==> src/rtl/sigma_delta_pkg.sv <==
// sigma_delta_pkg: shared state encoding and code-format helpers for the DAC sequencer.
package sigma_delta_pkg;

    typedef enum logic [1:0] {IDLE, FILL, RUN, MUTE} seq_state_t;

    // Widths up to 32 bits; callers truncate to their own code width.
    function automatic logic [31:0] midscale(input int unsigned width);
        return 32'd1 << (width - 1);
    endfunction

    function automatic logic [31:0] to_offset_binary(input logic [31:0] data, input int unsigned width);
        return data ^ midscale(width);
    endfunction

endpackage

==> src/rtl/sd_sample_fifo.sv <==
// sd_sample_fifo: synchronous FIFO with flush, full/empty flags and occupancy.
module sd_sample_fifo #(
    parameter int WIDTH = 16,
    parameter int DEPTH = 4
) (
    input  logic                     clk,
    input  logic                     rst,
    input  logic                     flush_i,
    input  logic                     push_i,
    input  logic                     pop_i,
    input  logic [WIDTH-1:0]         wdata_i,
    output logic [WIDTH-1:0]         rdata_o,
    output logic                     full_o,
    output logic                     empty_o,
    output logic [$clog2(DEPTH):0]   level_o
);
    localparam int AW = $clog2(DEPTH);

    logic [WIDTH-1:0] mem_q [DEPTH];
    logic [AW-1:0]    rd_q, wr_q;
    logic [AW:0]      cnt_q;
    logic             do_push, do_pop;

    assign full_o  = cnt_q == (AW+1)'(DEPTH);
    assign empty_o = cnt_q == '0;
    assign level_o = cnt_q;
    assign rdata_o = mem_q[rd_q];
    assign do_push = push_i && !full_o;
    assign do_pop  = pop_i && !empty_o;

    always_ff @(posedge clk) begin
        if (rst || flush_i) begin
            rd_q  <= '0;
            wr_q  <= '0;
            cnt_q <= '0;
        end else begin
            if (do_push) wr_q <= wr_q + 1'b1;
            if (do_pop) rd_q <= rd_q + 1'b1;
            cnt_q <= cnt_q + (AW+1)'(do_push) - (AW+1)'(do_pop);
        end
    end

    always_ff @(posedge clk) begin
        if (do_push) mem_q[wr_q] <= wdata_i;
    end

endmodule

==> src/rtl/sigma_delta_dac_sequencer.sv <==
// sigma_delta_dac_sequencer: buffers signed PCM and releases one offset-binary code
// per output-rate tick, with priming, underrun recovery, mute ramp and disable.
module sigma_delta_dac_sequencer
    import sigma_delta_pkg::*;
#(
    parameter int DAC_BITLEN = 16,
    parameter int OSR_DIV    = 256,
    parameter int FIFO_DEPTH = 4,
    parameter int RAMP_STEP  = 256
) (
    input  logic                          clk,
    input  logic                          rst,
    input  logic                          enable,
    input  logic                          mute,
    input  logic [DAC_BITLEN-1:0]         s_data,
    input  logic                          s_valid,
    output logic                          s_ready,
    output logic [DAC_BITLEN-1:0]         dac_input,
    output logic                          dac_valid,
    output logic                          sample_tick,
    output logic                          underrun,
    output logic [$clog2(FIFO_DEPTH):0]   fifo_level
);
    localparam int LW = $clog2(FIFO_DEPTH) + 1;
    localparam int CW = $clog2(OSR_DIV);
    localparam logic [DAC_BITLEN-1:0] MID     = DAC_BITLEN'(midscale(DAC_BITLEN));
    localparam logic [DAC_BITLEN-1:0] STEP    = DAC_BITLEN'(RAMP_STEP);
    localparam logic [CW-1:0]         CNT_MAX = CW'(OSR_DIV - 1);
    localparam logic [LW-1:0]         HALF    = LW'(FIFO_DEPTH / 2);

    seq_state_t            state_q;
    logic [CW-1:0]         cnt_q;
    logic [DAC_BITLEN-1:0] dac_q;
    logic                  dac_valid_q, underrun_q;
    logic                  tick, flush, push, pop, go_run, full, empty;
    logic [DAC_BITLEN-1:0] head, code, diff, ramp;
    logic [LW-1:0]         level;

    assign tick   = state_q != IDLE && cnt_q == CNT_MAX;
    assign flush  = state_q == IDLE || !enable;
    assign go_run = tick && state_q == FILL && !mute && level >= HALF;
    assign pop    = enable && (go_run || (tick && (state_q == RUN || state_q == MUTE) && !empty));
    assign s_ready = state_q != IDLE && !full;
    assign push   = s_valid && s_ready;
    assign code   = DAC_BITLEN'(to_offset_binary(32'(head), DAC_BITLEN));
    // Ramp lands exactly on midscale once the remaining distance is within one step.
    assign diff   = dac_q >= MID ? dac_q - MID : MID - dac_q;
    assign ramp   = diff <= STEP ? MID : dac_q > MID ? dac_q - STEP : dac_q + STEP;

    assign dac_input   = dac_q;
    assign dac_valid   = dac_valid_q;
    assign underrun    = underrun_q;
    assign sample_tick = tick;
    assign fifo_level  = level;

    sd_sample_fifo #(
        .WIDTH (DAC_BITLEN),
        .DEPTH (FIFO_DEPTH)
    ) u_fifo (
        .clk     (clk),
        .rst     (rst),
        .flush_i (flush),
        .push_i  (push),
        .pop_i   (pop),
        .wdata_i (s_data),
        .rdata_o (head),
        .full_o  (full),
        .empty_o (empty),
        .level_o (level)
    );

    always_ff @(posedge clk) begin
        if (rst) begin
            state_q     <= IDLE;
            cnt_q       <= '0;
            dac_q       <= MID;
            dac_valid_q <= 1'b0;
            underrun_q  <= 1'b0;
        end else begin
            dac_valid_q <= 1'b0;
            underrun_q  <= 1'b0;
            cnt_q       <= (state_q == IDLE || !enable || tick) ? '0 : cnt_q + 1'b1;
            if (!enable) begin
                state_q     <= IDLE;
                dac_q       <= MID;
                dac_valid_q <= state_q != IDLE;
            end else begin
                case (state_q)
                    IDLE: state_q <= FILL;
                    FILL: begin
                        if (mute) state_q <= MUTE;
                        else if (go_run) begin
                            state_q     <= RUN;
                            dac_q       <= code;
                            dac_valid_q <= 1'b1;
                        end
                    end
                    RUN: begin
                        if (tick && !empty) begin
                            dac_q       <= code;
                            dac_valid_q <= 1'b1;
                        end
                        underrun_q <= tick && empty;
                        state_q    <= mute ? MUTE : (tick && empty) ? FILL : RUN;
                    end
                    MUTE: begin
                        if (tick) begin
                            dac_q       <= ramp;
                            dac_valid_q <= 1'b1;
                        end
                        if (!mute) state_q <= FILL;
                    end
                    default: state_q <= IDLE;
                endcase
            end
        end
    end

endmodule

==> config.mk <==
export PLATFORM = sky130hd
export DESIGN_NAME = sigma_delta_dac_sequencer
export DESIGN_NICKNAME = d
export VERILOG_FILES = /design/src/rtl/sigma_delta_pkg.sv /design/src/rtl/sd_sample_fifo.sv /design/src/rtl/sigma_delta_dac_sequencer.sv
export SDC_FILE = /design/constraint.sdc
export NUM_CORES = 1
export LEC_CHECK = 0
export ABC_AREA = 1
export BUFFER_PORTS_ARGS = -buffer_cell sky130_fd_sc_hd__buf_2
export CAP_MARGIN = 20
export CORE_ASPECT_RATIO = 0.8
export CORE_UTILIZATION = 48
export CTS_CLUSTER_SIZE = 16
export DETAILED_ROUTE_END_ITERATION = 7
export PLACE_DENSITY = 0.67
export REMOVE_ABC_BUFFERS = 1
export SLEW_MARGIN = 25
export SYNTH_ARGS = -nofsm -noshare
export SYNTH_HDL_FRONTEND = slang
export SYNTH_SLANG_ARGS = --single-unit
==> constraint.sdc <==
create_clock -name clk -period 3.7 [get_ports clk]
set_clock_uncertainty 0.1 [all_clocks]
set_input_delay 0.555 -clock clk [delete_from_list [all_inputs] [get_ports clk]]
set_output_delay 0.555 -clock clk [all_outputs]
set_load 0.01 [all_outputs]
==> metrics.txt, run 1 <==
number of synthesized flops with an enable pin 64; final hold vios 0; worst reg2reg setup slack just over 0.8 ns; top cell type's share of synthesized area 41.4%; Die ar. slightly above 10000 um^2; synth-to-layout area growth 14.0%; Slew @ Worst Pin between 0.8 and 0.9 ns; WP data required 3.87 ns; crit path to dac_input[14]$_SDFFE_PP0P_; main flop type after synthesis edfxtp_1; Flop pwr share 51.0%; worst reg2reg path depth 14; Worst EP arrival about 3.0 ns; hold buffers post-CTS 0; Max Buffers Root-to-Sink 2; initial drt markers about 260; vias in the first global route ~3200; Synth Area per Inst between 9 and 10 um^2; Rows 31; RR Startpoint dac_input[8]$_SDFFE_PP0P_; CTS buffer count 9; CTS HTree Levels 3; sw power roughly 570 uW; Lkg Pwr 2.10 nW; Vias between 3000 and 4000; Synth area leader edfxtp_1; largest net degree at the start of global routing 34; pwr dens 454 nW/um^2; internal power ~1.8 mW; hold path startpoint rst; placed cell areas approximately 5000 um^2; Slew HR 40.0%; fmax between 300 and 400 MHz; YS warnings 0; Num Clock Sinks a little over 100; Starting Density 50.3%; Die H roughly 90 um; Post-CTS Resized 0; Final min period 2.87 ns; ranking of synthesized cells by area edfxtp_1, dfxtp_1, nor2_1, ha_1, nand2_1; Cells after Synth between 400 and 500; status finished, violations left; share of cells above drive strength 1 14.1%; Post-Route M1 WL around 4600 um; Worst-path clk slew about 0.070 ns; final std cells w/o fill about 650; CP Launch Type flip-flop; failing checks DRC; highest routed layer met4; RSZ-0062 raised after global routing no; Final setup viols 0; drt pass-1 iters 8; wire length on met3 slightly below 600 um; fin. max-slew vios 0; DR WL met2 4150 um; Final Cell Area around 5300 um^2; synthesized area ~4600 um^2; Seq/Total Area, Yosys between 50% and 60%; first-pass GRT wire length between 15000 and 20000 um; Total GRT Usage 19.9%; setup TNS 0 ns; gp weighted congestion roughly 0.85; post-synthesis register bit count between 100 and 150; setup bufs post-CTS 0; sw frac between 20% and 30%; IO Pins between 40 and 50; R2R Path End dac_input[14]$_SDFFE_PP0P_; Crit. End Element flip-flop; VDD IR max between 0.0002 and 0.0003 V; Async S/R FF share, synth 0%; Hold Crit Class in -> reg; post-synth cell types 35; fill count just under 800; post-layout net count approximately 570; Worst Path Max Fanout 9; Skew-Pair Late Insertion Delay around 0.34 ns; I/O Buffers 43; antenna viol nets, final 0; Comb power frac under 10%; CTS tree yes; Critical Path Start dac_input[8]$_SDFFE_PP0P_; Placed Cells 632; initial antenna violation count 1; DR vias/cell between 5 and 6; DRC 6; final wirelength about 9500 um; synth cell count leaders nor2_1, edfxtp_1, nand2_1; Final Util 57.3%; DP HPWL 6520 um; max_cap viols 0; Clock Power Share between 30 and 40%; Remaining Overflow, GRT 0; Final Cycle Share between 70% and 80%; Routed WL per cell approximately 15 um; Core ar. a little over 9000 um^2; Root Driver clkbuf_16; WS Path Type reg -> reg; Die Wd about 110 um; count leader, synth nor2_1
worst min-delay path by stage:
stage / cells past startpoint / end
finish: 2 / dac_valid$_SDFF_PP0_
global route: 2 / dac_valid$_SDFF_PP0_
CTS: 2 / dac_valid$_SDFF_PP0_
detailed placement: 1 / cnt_q[0]$_SDFF_PP0_
global placement: 1 / cnt_q[0]$_SDFF_PP0_
floorplan: 1 / cnt_q[0]$_SDFF_PP0_
layer usage:
metal | GRT usage [%] | up-vias
met5 | 0 | -
met4 | 5.33 | 0
met3 | 4.72 | 9
met2 | 29.1 | 104
met1 | 29.7 | 1636
li1 | - | 1764
registers in the layout, indices dropped and copies added (netlist names), named ones only:
name / cells
state_q: 2
u_fifo.wr_q: 2
u_fifo.level_o: 3
u_fifo.rd_q: 2
dac_valid: 1
dac_input: 16
cnt_q: 8
u_fifo.mem_q: 64
underrun: 1
placed cells by master, fill, tap and decap left out, drive strengths merged, types with 5 or more instances in the layout:
| cell | n |
|---|---|
| nor2 | 72 |
| edfxtp | 64 |
| nand2 | 62 |
| buf | 49 |
| inv | 49 |
| o21ai | 46 |
| a21oi | 41 |
| dfxtp | 37 |
| nand3 | 36 |
| ha | 18 |
| o22ai | 16 |
| clkbuf | 11 |
| xnor2 | 5 |
stage by stage:
stage / total power [mW] / hold slack, ns / setup WS, ns
6_report: 2.40 / 0.294 / 0.831
5_1_grt: 2.49 / 0.285 / 0.523
3_5_place_dp: 1.47 / 0.359 / 0.865
3_3_place_gp: 1.47 / 0.343 / 0.969
4_1_cts: 2.41 / 0.278 / 0.846
2_1_floorplan: 1.40 / 0.330 / 1.03
layout make-up:
class	count	area (um^2)	share of cell area [%]
multi-input cells	321	1750	33.0
clock inverters	5	67.6	1.28
repair buffers	49	260	4.92
flip-flops and latches	101	2660	50.3
inverters	46	173	3.26
well taps	115	144	2.72
clock buffers	11	233	4.40
diodes	1	2.50	0.0473
power by group through the flow:
stage	registers (mW)	logic, mW	clock network [mW]
after floorplan	1.25	0.154	0
after global placement	1.25	0.218	0
after detailed placement	1.25	0.222	0
after CTS	1.22	0.223	0.964
after global routing	1.23	0.256	1.01
final	1.22	0.225	0.953
worst max-delay path, stage by stage (launching register included):
cell	delay [ns]
dfxtp_1	0.50
nor2_1	0.13
nand3_1	0.13
inv_1	0.05
nand2_1	0.11
nor2_1	0.05
nor2_1	0.37
ha_1	0.39
a21oi_1	0.16
nand2_1	0.09
a21o_1	0.17
a21oi_1	0.16
xnor2_1	0.14
nand3_1	0.09
a21oi_1	0.16
cells by family (layout without fill, tap and decap cells):
group                      count (synthesis)  after routing  synth area share, %
AOI/OAI and AO/OA                        114            114                 13.5
xor gates and xnor gates                   8              8                 1.51
adders and majority gates                 20             20                 5.72
buffers and inverters                     59            111                 4.96
DFF                                      101            101                 57.4
other                                      0              1                    0
and+or+nand+nor                          179            179                 17.0
No activity file was read; power rests on OpenSTA's default activity.
==> run 2: changes to the inputs <==
==> constraint.sdc (replaced) <==
create_clock -name clk -period 2.7 [get_ports clk]
set_clock_uncertainty 0.1 [all_clocks]
set_input_delay 0.405 -clock clk [delete_from_list [all_inputs] [get_ports clk]]
set_output_delay 0.405 -clock clk [all_outputs]
set_load 0.01 [all_outputs]
==> run 2 against run 1 <==
Effect of this change:
- the run still ends with DRC left
- maximum frequency grew 12%
- first-iteration DRC count shrank 27%
- setup slack lost 0.69 ns
- clock power grew 28%
- utilization grew 1.6 points
- sequential power grew 37%
- routed wire length grew 4.2%
- combinational power grew 52%
- via count grew 1.5%
- clock-buffer cell count shrank 1
- highest routed layer unchanged
==> metrics.txt, run 2 (synthesized netlist as in run 1, its figures left out) <==
status finished, violations left; failing checks DRC; Root Driver clkbuf_16; setup TNS 0 ns; fill count ~800; Skew-Pair Late Insertion Delay between 0.3 and 0.4 ns; Routed WL per cell between 10 and 15 um; largest net degree at the start of global routing 33; R2R Path End u_fifo.level_o[1]$_SDFF_PP0_; first-pass GRT wire length ~16000 um; Final Cycle Share approximately 95%; CP Launch Type flip-flop; Final min period between 2 and 3 ns; WP data required 2.84 ns; Die H around 90 um; Remaining Overflow, GRT 0; final wirelength between 9000 and 10000 um; initial drt markers roughly 190; worst reg2reg setup slack between 0.1 and 0.15 ns; drt pass-1 iters 6; Worst Path Max Fanout 6; vias in the first global route around 3300; most frequent cells in the layout edfxtp_1, nor2_1, nand2_1; Power Total 3.23 mW; Critical Path Start cnt_q[0]$_SDFF_PP0_; IO Pins 44; Crit. End Element flip-flop; fmax between 300 and 400 MHz; Die Wd approximately 110 um; Worst-path clk slew 0.07 ns; Lkg Pwr between 2 and 2.5 nW; max_cap viols 0; final hold vios 0; Slew @ Worst Pin ~0.9 ns; antenna viol nets, final 0; RR Startpoint cnt_q[0]$_SDFF_PP0_; DR vias/cell between 5 and 6; CTS tree yes; synth-to-layout area growth 17.3%; Rows 31; WS Path Type reg -> reg; fin. max-slew vios 0; Num Clock Sinks around 100; initial antenna violation count 0; gp weighted congestion 0.859; Top reg by flops u_fifo.mem_q; Hold Crit Class in -> reg; Starting Density between 50% and 60%; Largest register FFs 64; crit path to u_fifo.level_o[1]$_SDFF_PP0_; Final setup viols 0; Core ar. 9230 um^2; CTS HTree Levels 3; Slew HR 39.9%; post-layout net count ~580; Die ar. between 10000 and 15000 um^2; Antenna diodes 0; CTS buffer count 9; DP HPWL 6690 um; Max Buffers Root-to-Sink 2; hold path startpoint rst; final std cells w/o fill 663; pwr dens between 500 and 600 nW/um^2; worst reg2reg path depth 15; Total GRT Usage roughly a fifth; share of cells above drive strength 1 a little under a fifth; DRC 3; I/O Buffers between 40 and 50; Worst EP arrival roughly 2.7 ns; most common cell after layout, fill and taps aside edfxtp_1; Placed Cells ~650; VDD IR max roughly 0.00044 V; Vias around 3600
-- run 2: metal layers --
layer  wire (um)  track usage (%)  up-vias
met2        4580             32.3       73
li1            -                -     1787
met5           0                0        -
met3         365             4.45       12
met4          98             7.56        0
met1        4810             28.0     1692
-- run 2: area by class of cell --
| cell class | count | area, um^2 | area share, % |
|---|---|---|---|
| timing repair buffer | 64 | 373 | 6.85 |
| tap | 115 | 144 | 2.64 |
| clock buffer | 10 | 229 | 4.21 |
| inverter | 46 | 173 | 3.17 |
| clock inverter | 6 | 55.1 | 1.01 |
| multi-input combinational | 321 | 1800 | 33.1 |
| sequential | 101 | 2670 | 49.0 |
-- run 2: repair_timing --
| action | 4_1_cts | 5_1_grt |
|---|---|---|
| endpoints found under the setup margin | 0 | 5 |
| resized for setup | 0 | 18 |
| setup buffers | 0 | 1 |
| hold buffers | 0 | 0 |
-- run 2: how the worst min path moves through the flow --
stage	end	slack, ns	cells after the start
5_1_grt	dac_valid$_SDFF_PP0_	0.12	2
4_1_cts	dac_valid$_SDFF_PP0_	0.12	2
3_3_place_gp	cnt_q[0]$_SDFF_PP0_	0.35	1
2_1_floorplan	cnt_q[0]$_SDFF_PP0_	0.33	1
6_report	dac_valid$_SDFF_PP0_	0.13	2
3_5_place_dp	cnt_q[0]$_SDFF_PP0_	0.35	1
-- run 2: critical path: stages, from the launching register on --
cell	delay (ns)
dfxtp_4	0.37
ha_4	0.14
nand2_2	0.07
nor2_4	0.16
nand3_4	0.10
nor2_4	0.14
nand3_4	0.11
nor2_2	0.10
nand3_1	0.09
inv_2	0.07
ha_1	0.22
inv_1	0.06
ha_1	0.13
inv_1	0.05
fa_2	0.51
nor2_1	0.04
-- run 2: stage by stage --
step | utilization (%) | hold slack, ns | area (um^2) | setup WS (ns)
after CTS | 58.2 | 0.119 | 5380 | 0.0485
after floorplan | - | 0.330 | 4580 | 0.0270
final | 58.9 | 0.133 | 5440 | 0.144
after detailed placement | 55.2 | 0.352 | 5090 | 0.0626
after global routing | 58.9 | 0.123 | 5440 | -0.0111
after global placement | 55.2 | 0.345 | 5090 | 0.174
-- run 2: power breakdown --
part	total [mW]	internal [mW]	switching [mW]
clock network	1.22	0.645	0.572
registers	1.67	1.66	0.0127
logic	0.341	0.129	0.212
==> run 3: changes to the inputs <==
--- a/config.mk
+++ b/config.mk
@@ -9,10 +9,10 @@
 export BUFFER_PORTS_ARGS = -buffer_cell sky130_fd_sc_hd__buf_2
 export CAP_MARGIN = 20
 export CORE_ASPECT_RATIO = 0.8
-export CORE_UTILIZATION = 48
+export CORE_UTILIZATION = 45
 export CTS_CLUSTER_SIZE = 16
 export DETAILED_ROUTE_END_ITERATION = 7
-export PLACE_DENSITY = 0.67
+export PLACE_DENSITY = 0.63
 export REMOVE_ABC_BUFFERS = 1
 export SLEW_MARGIN = 25
 export SYNTH_ARGS = -nofsm -noshare
==> run 3 against run 2 <==
Effect of this change:
- critical path depth increased by 1
- die area up 6.5%
- global-route usage shrank 0.43 points
- routed wire length grew 4.1%
- clock-buffer cell count increased by 1
- the run now ends clean
- via count up 0.51%
- total power is 0.22% higher
- maximum frequency about the same
- design area is 0.78% higher
- sequential power hardly changed
==> metrics.txt, run 3 (synthesized netlist as in run 1, its figures left out) <==
initial drt markers around 330; Vias 3582; Worst Path Max Fanout 5; IO Pins 44; CTS buffer count 9; Routed WL per cell about 15 um; Core ar. 9810 um^2; setup ws final between 0.1 and 0.15 ns; VDD IR max 0.000435 V; DP HPWL between 7000 and 8000 um; Die Wd around 120 um; setup TNS 0 ns; Die H between 90 and 100 um; Final setup viols 0; Slew @ Worst Pin 0.714 ns; first-pass GRT wire length around 16000 um; Total GRT Usage between 20% and 30%; most frequent cells in the layout edfxtp_1, nor2_1, nand2_1; final std cells w/o fill approximately 700; CTS tree yes; WP data required between 2 and 3 ns; I/O Buffers 43; Remaining Overflow, GRT 0; Final min period between 2 and 3 ns; DRC 0; final wirelength 10300 um; fmax 391 MHz; Placed Cells roughly 670; Skew-Pair Late Insertion Delay 0.35 ns; fin. max-slew vios 0; Top reg by flops u_fifo.mem_q; Comb power frac between 10% and 20%; pwr dens 590 nW/um^2; Crit. End Element flip-flop; status complete, no violations; internal power ~2.4 mW; Num Clock Sinks slightly above 100; Starting Density 47.3%; vias in the first global route 3204; max_cap viols 0; CTS HTree Levels 3; antenna viol nets, final 0; Worst EP arrival between 2 and 3 ns; Worst-path clk slew 0.07 ns; WS Path Type reg -> reg; post-layout net count around 590; sw power a little over 800 uW; Die ar. roughly 11000 um^2; Lkg Pwr 2.19 nW; Rows 32; Largest register FFs 64; largest net degree at the start of global routing 33; gp weighted congestion between 0.7 and 0.8; Max Buffers Root-to-Sink 2; Slew HR 52.4%; initial antenna violation count 2; CP Launch Type flip-flop; Final Cycle Share about 95%; drt pass-1 iters 5; final hold vios 0; Root Driver clkbuf_16; most common cell after layout, fill and taps aside edfxtp_1; share of cells above drive strength 1 about a fifth; Clock Power Share 37.7%; Flop pwr share between 50% and 60%; Post-Place Setup Slack between 0.02 and 0.03 ns; synth-to-layout area growth 18.2%; DR vias/cell about 5.2; sw frac ~25%; Hold Crit Class in -> reg
## run 3: changes by cell type in the layout (fill, tap and decap cells not counted), sizes merged
| cell | change |
|---|---|
| clkbuf | +1 |
| buf | +5 |
| diode | +1 |
| inv | -1 |
## run 3: power by group through the flow
| stage | clock network, mW | logic (mW) | registers [mW] |
|---|---|---|---|
| CTS | 1.25 | 0.335 | 1.67 |
| detailed placement | 0 | 0.333 | 1.71 |
| floorplan | 0 | 0.211 | 1.71 |
| finish | 1.22 | 0.345 | 1.67 |
| global placement | 0 | 0.331 | 1.70 |
| global route | 1.30 | 0.387 | 1.67 |
## run 3: layout make-up
cell class	instances	area (um^2)
tap	136	170
timing repair buffer	69	410
fill	904	4330
inverter	46	173
antenna	1	2.50
multi-input combinational	321	1790
clock inverter	5	43.8
sequential	101	2670
clock buffer	11	233
## run 3: critical path, stage by stage (launching register included)
cell     delay, ns
dfxtp_2       0.35
ha_2          0.19
nand2_2       0.07
nor2_4        0.15
nand3_4       0.10
nor2_4        0.14
nand3_4       0.10
nor2_2        0.09
nand3_1       0.07
inv_1         0.07
ha_1          0.22
inv_1         0.05
ha_1          0.13
inv_1         0.05
fa_2          0.34
xnor2_1       0.15
nor2_1        0.07
## run 3: per-stage QoR
step / hold WS (ns) / power, mW / cell area (um^2) / utilization (%)
CTS: 0.123 / 3.25 / 5410 / 55.2
global route: 0.123 / 3.36 / 5480 / 55.9
detailed placement: 0.359 / 2.04 / 5130 / 52.3
finish: 0.135 / 3.24 / 5480 / 55.9
floorplan: 0.330 / 1.92 / 4580 / -
global placement: 0.345 / 2.04 / 5130 / 52.3
## run 3: worst paths after layout
check,slack [ns],from,end,cells after the start
setup reg to reg,0.14,cnt_q[0]$_SDFF_PP0_,u_fifo.level_o[2]$_SDFF_PP0_,16
hold / removal,0.14,rst,dac_valid$_SDFF_PP0_,2
hold reg to reg,0.33,cnt_q[0]$_SDFF_PP0_,cnt_q[0]$_SDFF_PP0_,1
setup / recovery,0.14,cnt_q[0]$_SDFF_PP0_,u_fifo.level_o[2]$_SDFF_PP0_,16
## run 3: layer usage
layer  vias to the layer above  track usage, %  part of all wire (%)
li1                       1798               -                     -
met1                      1678            28.9                    50
met2                        91            29.5                    44
met3                        13            5.56                   4.8
met4                         2            5.52                   1.1
met5                         -               0                  0.13
## run 3: timing repair
| item | in CTS | in global routing |
|---|---|---|
| buffers inserted | 0 | 4 |
| resized for setup | 0 | 15 |
| hold endpoints to repair | 0 | 0 |
| hold buffers | 0 | 0 |
| endpoints found under the setup margin | 0 | 4 |
